## src/rtl/i2c_reg_scheduler_pkg.sv

```systemverilog
// Shared types for the rover I2C register scheduler.
package roversPackage;
  typedef logic [7:0] bus08_t;
  typedef enum logic {IDLE, ISSUE} cmd_state_t;
endpackage

```

## src/rtl/i2c_reg_scheduler_rr_arbiter.sv

```systemverilog
// Combinational round-robin arbiter: first requester at or after ptr wins.
module rr_arbiter #(
  parameter int N  = 4,
  parameter int PW = (N > 1) ? $clog2(N) : 1
) (
  input  logic [N-1:0]  req,
  input  logic [PW-1:0] ptr,
  output logic [N-1:0]  gnt,
  output logic [PW-1:0] gnt_idx,
  output logic          any
);
  int j;

  always_comb begin
    gnt     = '0;
    gnt_idx = '0;
    any     = 1'b0;
    j       = 0;
    for (int i = 0; i < N; i++) begin
      j = int'(ptr) + i;
      if (j >= N) j = j - N;
      if (!any && req[j]) begin
        any     = 1'b1;
        gnt[j]  = 1'b1;
        gnt_idx = PW'(j);
      end
    end
  end
endmodule

```

## src/rtl/i2c_reg_scheduler.sv

```systemverilog
// Syncs master-written registers into clk, dispatches changed bytes as commands,
// and arbitrates status producers into the master-visible read bank.
module i2c_reg_scheduler
  import roversPackage::*;
#(
  parameter logic [7:0] HI_WR      = 8'h0F,
  parameter logic [7:0] HI_RD      = 8'h0F,
  parameter int         NUM_SRC    = 4,
  parameter int         STABLE_CYC = 2
) (
  input  logic                          clk,
  input  logic                          rst,
  input  logic [HI_WR:0][7:0]           wr_regs_i,
  output logic [HI_RD:0][7:0]           rd_regs_o,
  output logic                          cmd_valid,
  input  logic                          cmd_ready,
  output bus08_t                        cmd_idx,
  output bus08_t                        cmd_data,
  input  logic [NUM_SRC-1:0]            sts_valid,
  input  logic [NUM_SRC-1:0][7:0]       sts_idx,
  input  logic [NUM_SRC-1:0][7:0]       sts_data,
  output logic [NUM_SRC-1:0]            sts_ready,
  output logic                          sts_err
);
  localparam int         NW = int'(HI_WR) + 1;
  localparam int         WW = (NW > 1) ? $clog2(NW) : 1;
  localparam int         SW = (NUM_SRC > 1) ? $clog2(NUM_SRC) : 1;
  localparam logic [3:0] SC = 4'(STABLE_CYC);

  cmd_state_t            r_state, w_state_n;
  logic [NW-1:0][7:0]    w_stable, r_shadow;
  logic [NW-1:0]         w_pend, w_cgnt;
  logic [WW-1:0]         r_ptr, w_cidx, w_cur;
  logic                  w_cany, w_sany;
  bus08_t                w_cdata, w_sel_idx, w_sel_data;
  logic [SW-1:0]         r_sptr, w_sidx;

  assign w_cur = cmd_idx[WW-1:0];

  for (genvar g = 0; g < NW; g++) begin : g_in
    bus08_t     r_s1, r_s2, r_samp, r_stab;
    logic [3:0] r_cnt;
    // Counter restarts whenever the synced byte moves; stable only follows a settled value.
    always_ff @(posedge clk or posedge rst) begin
      if (rst) begin
        r_s1 <= '0; r_s2 <= '0; r_samp <= '0; r_stab <= '0; r_cnt <= '0;
      end else begin
        r_s1 <= wr_regs_i[g];
        r_s2 <= r_s1;
        if (r_s2 != r_samp) begin
          r_samp <= r_s2;
          r_cnt  <= 4'd1;
          if (SC == 4'd1) r_stab <= r_s2;
        end else if (r_cnt < SC) begin
          r_cnt <= r_cnt + 4'd1;
          if (r_cnt + 4'd1 == SC) r_stab <= r_s2;
        end
      end
    end
    assign w_stable[g] = r_stab;
    assign w_pend[g]   = (r_stab != r_shadow[g]) && !(r_state == ISSUE && cmd_idx == 8'(g));
  end

  rr_arbiter #(.N(NW), .PW(WW)) u_cmd_arb (
    .req(w_pend), .ptr(r_ptr), .gnt(w_cgnt), .gnt_idx(w_cidx), .any(w_cany)
  );

  always_comb begin
    w_cdata = '0;
    for (int i = 0; i < NW; i++) if (w_cgnt[i]) w_cdata = w_cdata | w_stable[i];
  end

  always_ff @(posedge clk or posedge rst) begin
    if (rst) r_state <= IDLE;
    else     r_state <= w_state_n;
  end

  always_comb begin
    w_state_n = r_state;
    case (r_state)
      IDLE:    if (w_cany) w_state_n = ISSUE;
      ISSUE:   if (cmd_valid && cmd_ready) w_state_n = IDLE;
      default: w_state_n = IDLE;
    endcase
  end

  always_ff @(posedge clk or posedge rst) begin
    if (rst) begin
      cmd_valid <= 1'b0;
      cmd_idx   <= '0;
      cmd_data  <= '0;
      r_shadow  <= '0;
      r_ptr     <= '0;
    end else if (r_state == IDLE && w_cany) begin
      cmd_valid <= 1'b1;
      cmd_idx   <= 8'(w_cidx);
      cmd_data  <= w_cdata;
    end else if (r_state == ISSUE && cmd_valid && cmd_ready) begin
      cmd_valid       <= 1'b0;
      r_shadow[w_cur] <= cmd_data;
      r_ptr           <= (w_cur == WW'(HI_WR)) ? '0 : w_cur + 1'b1;
    end
  end

  rr_arbiter #(.N(NUM_SRC), .PW(SW)) u_sts_arb (
    .req(sts_valid), .ptr(r_sptr), .gnt(sts_ready), .gnt_idx(w_sidx), .any(w_sany)
  );

  assign w_sel_idx  = sts_idx[w_sidx];
  assign w_sel_data = sts_data[w_sidx];

  always_ff @(posedge clk or posedge rst) begin
    if (rst) begin
      rd_regs_o <= '0;
      sts_err   <= 1'b0;
      r_sptr    <= '0;
    end else if (w_sany) begin
      r_sptr <= (int'(w_sidx) == NUM_SRC - 1) ? '0 : w_sidx + 1'b1;
      if (w_sel_idx <= HI_RD) begin
        for (int j = 0; j <= int'(HI_RD); j++)
          if (w_sel_idx == 8'(j)) rd_regs_o[j] <= w_sel_data;
      end else begin
        sts_err <= 1'b1;
      end
    end
  end
endmodule

```

## config.mk

```make
export PLATFORM = sky130hd
export DESIGN_NAME = i2c_reg_scheduler
export DESIGN_NICKNAME = d
export VERILOG_FILES = /design/src/rtl/i2c_reg_scheduler_pkg.sv /design/src/rtl/i2c_reg_scheduler_rr_arbiter.sv /design/src/rtl/i2c_reg_scheduler.sv
export SDC_FILE = /design/constraint.sdc
export NUM_CORES = 2
export LEC_CHECK = 0
export CAP_MARGIN = 5
export CORE_MARGIN = 2
export CORE_UTILIZATION = 29
export CTS_BUF_LIST = sky130_fd_sc_hd__clkbuf_4
export DETAILED_ROUTE_END_ITERATION = 7
export DONT_BUFFER_PORTS = 1
export HOLD_SLACK_MARGIN = 0.15
export SLEW_MARGIN = 20
export SYNTH_ARGS = -nofsm -noshare
export SYNTH_HDL_FRONTEND = slang
export SYNTH_SLANG_ARGS = --single-unit
```

## constraint.sdc

```tcl
create_clock -name clk -period 25 [get_ports clk]
set_input_delay 2.5 -clock clk [delete_from_list [all_inputs] [get_ports clk]]
set_output_delay 2.5 -clock clk [all_outputs]
set_load 0.05 [all_outputs]
```

==> run metrics <==
CP Capture Point=cmd_data[5]; drt wl/cell=between 20 and 25 um; core area=approximately 130000 um^2; EDFF count, synth=0; Worst setup EP type=flop; Tcrit/Tclk final=between 20 and 30%; prevailing post-synth register cell=dfrtp_1; setup TNS=0 ps; final worst slack=about 18000 ps; worst hold path type=flop to flop; RR Endpoint=cmd_data[5]; part of the power in registers=32.8%; I/O Pins=between 300 and 400; Hold Slack=about 260 ps; worst skew pair latency=~1200 ps; CP max stage delay=roughly 800 ps; Mapped Area=38700 um^2; Clk pwr share=approximately 19%; synthesis warning total=0; utilization after layout=approximately a third; CTS tree=done; Die Ht=approximately 370 um; Post-Syn Area per Cell=12.3 um^2; reg2reg start=cmd_idx[1]; sequential area share after synthesis=between 50% and 60%; Worst EP arrival=8470 ps; drc violations=0; Hold Buf Count CTS=0; Area Growth Syn to Fin=11.8%; Comb power frac=between 40% and 50%; via count=between 20000 and 30000; nets=3456; commonest non-fill, non-tap cell in the layout=dfrtp_1; drt total wl=around 130000 um; PnR Total Power=between 6 and 7 mW; Lkg Pwr=19.2 nW; VDD IR max=~0.00012 V; H-Tree Depth=4; Crit path required time=26050 ps; Cell Count, Final, Fillers Out=just over 5000; drt first pass iters=6; Critical-path top delay cell=o311ai_1; Slew Limit Fails=0; die area=between 100000 and 150000 um^2; GRT Util Overall=a little under a fifth; Worst-Margin Slew=1110 ps; PortBufs=0; dpl hpwl=approximately 94000 um; filler cell count=13300; PwrDens=between 100 and 150 nW/um^2; setup violators final=0; antenna viol nets, final=0; Die Span X=369 um; global route overflow=0; Longest Clk Path Bufs=3; ys async rst share=100%; largest net degree at the start of global routing=between 150 and 200; max cap viols=0; Synth Register Bits=between 800 and 900; Synth cell types=about 100; Critical Path Fanout Max=29; Sw Ratio=a little over 50%; RSZ-0062 raised after global routing=no; Max Fclk=135 MHz; Reg clk slew, reported paths=approximately 60 ps; Crit path depth=16; std cell rows=roughly 130; Place WS=roughly 18000 ps; critical path class=flop to flop; # resized after CTS=0; Post-CTS Setup Bufs=0; Buf/Inv on CP=1; status=finished clean; crit path launch type=flop; Crit path max-delay family=simple AND/OR/NAND/NOR gates; initial antenna violation count=28; first-pass GRT wire length=roughly 190000 um; multi-input logic area=between 15000 and 20000 um^2; vias in the first global route=27600; CP Launch Point=cmd_idx[1]; Register Area=about 21000 um^2; via density per instance=5.25; Psw=3.19 mW; Initial Utilization=slightly below 30%; Worst Skew=98.1 ps; Int Pwr=3.05 mW; worst-path cell chain=inv_1 -> ha_1 -> nand2_1 -> nor3_1 -> a2111oi_0 -> or4_1 -> mux4_2 -> a21oi_4 -> nand3_2 -> nor2_2 -> nand3_1 -> o311ai_1 -> or2_1 -> a222oi_1 -> and3_1 -> a31oi_1; most frequent cells in the layout=dfrtp_1 (852), mux2_2 (401), clkbuf_4 (305); post-route minimum period=between 7000 and 8000 ps; area post-placement=40500 um^2; root buffer cell=clkbuf_4; Num CTS Buffers=220; share of cells above drive strength 1=between 20% and 30%; flop-to-flop setup slack=17580 ps; final hold vios=0; Post-Place Cells=4740; clock sink count=853; Iter 0 DRT Violations=2758; Mapped Cells=3154; GP Congestion=about 1.1; cell depth of the worst flop-to-flop path=16; post-route cell area=~43000 um^2; Rel. slew slack=around a quarter
==> layout make-up <==
class / instances / area share [%]
inverter: 52 / 0.460
sequential: 853 / 49.3
clock buffer: 305 / 5.29
timing repair buffer: 69 / 1.31
clock inverter: 78 / 0.966
tap: 1768 / 5.11
multi-input combinational: 1999 / 37.4
antenna: 14 / 0.0810
==> state kept, by name, indices dropped and copies added (netlist names), 4 cells and up, named ones only <==
| register | count |
|---|---|
| cmd_data | 8 |
| cmd_idx | 4 |
| g_in.r_cnt | 64 |
| g_in.r_s1 | 128 |
| g_in.r_s2 | 128 |
| g_in.r_samp | 128 |
| g_in.r_stab | 128 |
| r_ptr | 4 |
| r_shadow | 128 |
| rd_regs_o | 128 |
==> worst min-delay path by stage <==
stage,end,start,slack (ps),cells after the start
global placement,g_in[4].r_s2[5],g_in[4].r_s1[5],330,0
detailed placement,g_in[11].r_s2[5],g_in[11].r_s1[5],330,0
floorplan,g_in[0].r_s2[0],g_in[0].r_s1[0],330,0
finish,g_in[6].r_s2[3],g_in[6].r_s1[3],260,0
CTS,g_in[6].r_s2[0],g_in[6].r_s1[0],270,0
global route,g_in[6].r_s2[3],g_in[6].r_s1[3],270,0
==> cell usage after synthesis (21+ instances only) <==
library cell,number,area (um^2)
a21oi_1,85,425
mux2_2,401,4520
buf_2,21,105
ha_1,62,776
nor3_1,70,350
nand4_1,51,319
a211oi_1,42,315
and2_1,34,213
nand3_1,57,285
nor4_1,49,307
clkbuf_1,210,788
nor4_2,27,338
inv_1,49,184
xor2_1,215,1880
nand2_1,148,556
and3_1,27,169
a31oi_1,35,219
dfrtp_1,853,21300
o21ai_0,33,165
a22oi_1,34,255
nor2_1,167,627
xnor2_1,78,683
==> layer usage <==
| layer | track usage [%] | wire (um) | vias to the layer above |
|---|---|---|---|
| met1 | 22.4 | 49800 | 13500 |
| met3 | 6.82 | 13100 | 409 |
| met2 | 28.3 | 57200 | 1481 |
| met4 | 10.5 | 7040 | 34 |
| li1 | - | - | 11500 |
| met5 | 0 | 211 | - |
==> power groups by stage <==
| stage | logic [mW] | clock network (mW) | registers, mW |
|---|---|---|---|
| 6_report | 3.04 | 1.16 | 2.05 |
| 5_1_grt | 3.13 | 1.29 | 2.07 |
| 4_1_cts | 2.92 | 1.21 | 2.05 |
| 3_5_place_dp | 2.91 | 0 | 2.07 |
| 3_3_place_gp | 2.94 | 0 | 2.07 |
| 2_1_floorplan | 1.85 | 0 | 1.98 |
==> logic make-up (layout without fill, tap and decap cells) <==
logic type / Yosys count / after routing / share of synthesized area, %
DFF: 853 / 853 / 55.1
buffers and inverters: 305 / 504 / 3.26
xor gates and xnor gates: 293 / 293 / 6.63
other: 1 / 18 / 0.00969
and+or+nand+nor: 745 / 745 / 10.9
adders and majority gates: 62 / 62 / 2.00
AOI/OAI and AO/OA: 461 / 461 / 9.01
muxes: 434 / 434 / 13.0
No activity file was read; power rests on OpenSTA's default activity.
